`src/rtl/seq_detector_pkg.sv`:
```
// Shared constants and width helpers for the parametrised serial-pattern detector.
package seq_detector_pkg;

  localparam logic [3:0] PAT_1011  = 4'b1011;
  localparam logic [1:0] PAT_10    = 2'b10;
  localparam int         MAX_PAT_W = 16;

  // Widest state any legal PAT_W can need.
  typedef logic [$clog2(MAX_PAT_W)-1:0] max_state_t;

  function automatic int state_w(input int pat_w);
    return (pat_w < 2) ? 1 : $clog2(pat_w);
  endfunction

endpackage

```
`src/rtl/seq_detector_param_prefix_calc.sv`:
```
// Combinational prefix search: next matched-prefix length and raw match flag
// from the loaded pattern, recent history, the incoming bit and current state.
module seq_prefix_calc
  import seq_detector_pkg::*;
#(
  parameter int PAT_W   = 4,
  parameter bit OVERLAP = 1'b1,
  localparam int STATE_W = state_w(PAT_W)
) (
  input  logic [PAT_W-1:0]   pat_reg,
  input  logic [PAT_W-2:0]   history,
  input  logic               x,
  input  logic [STATE_W-1:0] state,
  output logic [STATE_W-1:0] next_state,
  output logic               match
);

  logic [PAT_W-1:0] window;
  logic             hit;

  // window[0] is the incoming bit, window[j] the bit received j accepts earlier.
  assign window = {history, x};

  // A full prefix guarantees every history bit is a genuinely accepted bit.
  assign match = (int'(state) == PAT_W - 1) && (window == pat_reg);

  // A new prefix can never be longer than the old one plus the incoming bit,
  // which also keeps stale history bits out of the search.
  always_comb begin
    next_state = '0;
    hit        = 1'b0;
    for (int k = 1; k < PAT_W; k++) begin
      hit = (k <= int'(state) + 1);
      for (int j = 0; j < k; j++) begin
        if (window[j] != pat_reg[PAT_W-k+j]) hit = 1'b0;
      end
      if (hit) next_state = STATE_W'(k);
    end
    if (match && !OVERLAP) next_state = '0;
  end

endmodule

```
`src/rtl/seq_detector_param.sv`:
```
// Parametrised Mealy serial-pattern detector with runtime-loadable pattern.
// Optional saturating match counter enabled by SEQDET_MATCH_CNT_EN.
module seq_detector_param
  import seq_detector_pkg::*;
#(
  parameter int               PAT_W   = 4,
  parameter logic [PAT_W-1:0] PATTERN = PAT_W'(PAT_1011),
  parameter bit               OVERLAP = 1'b1,
  parameter int               CNT_W   = 8,
  localparam int              STATE_W = state_w(PAT_W)
) (
  input  logic               clk,
  input  logic               reset,
  input  logic               in_valid,
  input  logic               x,
  input  logic               pat_load,
  input  logic [PAT_W-1:0]   pat_in,
  output logic               match,
  output logic               match_q,
  output logic [STATE_W-1:0] state
`ifdef SEQDET_MATCH_CNT_EN
  ,
  output logic [CNT_W-1:0]   match_count
`endif
);

  if (PAT_W < 2 || PAT_W > MAX_PAT_W || CNT_W < 1) begin : g_bad_params
    $error("seq_detector_param: unsupported PAT_W or CNT_W");
  end

  logic [PAT_W-1:0]   pat_reg;
  logic [PAT_W-2:0]   history;
  logic [STATE_W-1:0] next_state;
  logic               raw_match;

  seq_prefix_calc #(
    .PAT_W   (PAT_W),
    .OVERLAP (OVERLAP)
  ) u_prefix_calc (
    .pat_reg    (pat_reg),
    .history    (history),
    .x          (x),
    .state      (state),
    .next_state (next_state),
    .match      (raw_match)
  );

  // Handshake: a bit is accepted only at an edge with in_valid=1 and
  // pat_load=0; pat_load wins and the bit presented that cycle is dropped.
  assign match = in_valid & ~pat_load & raw_match;

  always_ff @(posedge clk or posedge reset) begin
    if (reset) begin
      pat_reg <= PATTERN;
      state   <= '0;
      history <= '0;
      match_q <= 1'b0;
    end else begin
      match_q <= match;
      if (pat_load) begin
        pat_reg <= pat_in;
        state   <= '0;
        history <= '0;
      end else if (in_valid) begin
        state   <= next_state;
        history <= (PAT_W-1)'({history, x});
      end
    end
  end

`ifdef SEQDET_MATCH_CNT_EN
  always_ff @(posedge clk or posedge reset) begin
    if (reset) begin
      match_count <= '0;
    end else if (pat_load) begin
      match_count <= '0;
    end else if (match && (match_count != '1)) begin
      match_count <= match_count + 1'b1;
    end
  end
`endif

endmodule

```
`config.mk`:
```
export PLATFORM = sky130hd
export DESIGN_NAME = seq_detector_param
export DESIGN_NICKNAME = d
export VERILOG_FILES = /design/src/rtl/seq_detector_pkg.sv /design/src/rtl/seq_detector_param_prefix_calc.sv /design/src/rtl/seq_detector_param.sv
export SDC_FILE = /design/constraint.sdc
export NUM_CORES = 1
export LEC_CHECK = 0
export ABC_AREA = 1
export BUFFER_PORTS_ARGS = -buffer_cell sky130_fd_sc_hd__buf_2
export CAP_MARGIN = 30
export CORE_AREA = 8 8 45 47
export DETAILED_ROUTE_END_ITERATION = 10
export DIE_AREA = 0 0 53 55
export HOLD_SLACK_MARGIN = 0.12
export SLEW_MARGIN = 20
export SYNTH_ARGS = -nofsm -noshare
export SYNTH_HDL_FRONTEND = slang
export SYNTH_SLANG_ARGS = --single-unit
```
`constraint.sdc`:
```
create_clock -name clk -period 1.85 [get_ports clk]
set_input_delay 0.185 -clock clk [delete_from_list [all_inputs] [get_ports clk]]
set_output_delay 0.185 -clock clk [all_outputs]
set_load 0.01 [all_outputs]
```
==> results.md <==
* Initial antenna violation count at 0
* Seq/Total Area, Yosys at 45.2%
* Cell variety after synth at 18
* Largest net degree at the start of global routing at 11
* Post-synthesis register bit count at 10
* Final min period at approximately 1500 ps
* Final slew viol count at 0
* Vias in the first global route at just under 500
* Vias/cell at roughly 4.6
* DP Wirelength at approximately 910 um
* Fillcell total at 156
* Share of the synthesized area in the top cell type at 31.2%
* PwrDens at 762 nW/um^2
* GRT Residual Overflow at 0
* Post-synth top area cell: dfrtp_1
* P_leak at roughly 0.37 nW
* Routed Antenna Nets at 0
* Peak supply drop at 0.000373 V
* Clock root cell: clkbuf_4
* Initial Utilization at just over 40%
* Num rows at 14
* # port buffers at 12
* Ys Warns at 0
* Largest register FFs at 4
* Gr usage total at roughly 9.7%
* Syn Inst Count at 74
* Average cell area after synthesis at 7.59 um^2
* Commonest non-fill, non-tap cell in the layout: nand2_1
* Synth Net Count at 83
* Num CTS Buffers at 3
* Die width at 53 um
* Hold Crit Class: input port to flop
* Final Hold Vio Count at 0
* DRC viols at 0
* Max Cap Viol at 0
* Share of layout cells above drive strength 1 at ~30%
* Commonest non-fill, non-tap cells in the layout: nand2_1, buf_2, inv_1
* Period utilization at a little over four fifths
* Hold Path Depth at 3
* Die H at between 50 and 60 um
* Kind of critical path: flop to output pin
* Slew @ Worst Pin at between 300 and 400 ps
* Core ar. at 1380 um^2
* Clock skew at 2.99 ps
* Wire per inst at 10.4 um
* Worst EP required at ~1700 ps
* Fmax at about 650 MHz
* Synth Cell Area at about 560 um^2
* Final TNS setup at 0 ps
* Final setup fails at 0
* RSZ-0062 raised after global routing: false
* Arr. time, crit path at 1360 ps
* CTS tree: built
* Status: finished, final reports clean
* Drt first pass iters at 4
* Place WS at between 500 and 600 ps
* Gp weighted congestion at approximately 0.76
* Crit. End Element: output pin
* Crit-path max FO at 6
* Post-route worst setup slack at 310 ps
* Vias at a little under 500
* Critical Path Source Type: flop
* Clock Latency Late Sink at ~260 ps
* WL final at 1110 um
* Synth-to-Final Area Change at 23.8%
* CTS H-Tree Depth at 1
* Area contributors post-synth: dfrtp_1, nand2_1, dfstp_2
* DRT iter0 DRCs at 9
* Nets at just over 100
* Max Root-Sink Buffers at 2
* # diodes at 0
* Slew margin rel. at approximately three quarters
* Cells on worst reg2reg path at 7
* Number of primary I/O pins at 13
* CTS sink cnt at 10
* Clk pin slew, worst setup/hold paths at 70 ps
* Die ar. at 2920 um^2
* First-pass GRT wire length at roughly 2000 um
## power by group
part           switching, mW  internal (mW)
clock                 0.0767          0.120
combinational         0.0443         0.0380
sequential            0.0154          0.236
total                  0.136          0.393
## final cells by class
class	count	area, um^2	share of cell area [%]
sequential	10	254	36.5
tap	16	20.0	2.88
inverter	10	37.5	5.40
timing repair buffer	15	90.1	12.9
multi-input combinational	52	258	37.1
clock buffer	4	36.3	5.22
## kinds of logic (layout without fill, tap and decap cells)
group                     after synthesis  in the layout  share of synthesized area [%]
AOI/OAI and AO/OA                       7              7                           7.13
xor gates and xnor gates                4              4                           7.57
buffers and inverters                  12             29                           8.91
DFF                                    10             10                           45.2
and+or+nand+nor                        41             41                           31.2
## synthesized netlist by cell type
cell      count
buf_4         1
nor2_2        1
nand4_1       1
nand2_1      26
inv_2         2
xnor2_1       3
nand3_1       2
buf_2         1
nand2_2       3
nand3_2       1
nor2_1        7
dfrtp_1       7
xnor2_2       1
dfstp_2       3
inv_1         8
a21boi_1      1
o22ai_1       2
o21ai_0       4
## final timing paths
check / start / endpoint / slack [ps]
max in group asynchronous: reset / pat_reg[3]$_DFFE_PP1P_ / 1100
max reg2reg: pat_reg[3]$_DFFE_PP1P_ / state[0]$_DFFE_PP0P_ / 690
max: pat_reg[3]$_DFFE_PP1P_ / match / 310
min in group asynchronous: reset / match_q$_DFF_PP0_ / 440
min reg2reg: pat_reg[0]$_DFFE_PP1P_ / pat_reg[0]$_DFFE_PP1P_ / 500
min: pat_in[0] / pat_reg[0]$_DFFE_PP1P_ / 130
## critical path, cell delays in order, from the launching register on
cell     delay (ps)
dfstp_2         620
xnor2_1         130
nand3_1          80
nor2_1          110
buf_2           140
## layer usage
metal  part of all wire [%]  wire [um]  vias to the layer above  global-route usage [%]
met5                      0          0                        -                       0
met4                    2.8         31                        0                    7.76
met3                    5.9         65                        4                    3.74
met2                     44        488                       13                    13.9
met1                     47        523                      213                    11.3
li1                       -          -                      258                       -
## what timing repair did
| item | 4_1_cts | 5_1_grt |
|---|---|---|
| buffers inserted | 0 | 0 |
| hold endpoints to repair | 9 | 0 |
| gates resized for setup | 0 | 0 |
| hold buffers | 3 | 0 |
## per-stage QoR
stage          hold WS (ps)  util, %  std cells  area (um^2)  power (mW)
2_1_floorplan          23.0        -         74          562       0.313
3_3_place_gp            174     45.5        100          629       0.333
3_5_place_dp            186     45.5        100          629       0.335
4_1_cts                 122     50.3        107          696       0.538
5_1_grt                 136     50.3        107          696       0.564
6_report                127     50.3        107          696       0.530
Note: power is estimated with default switching activity, not from simulation.
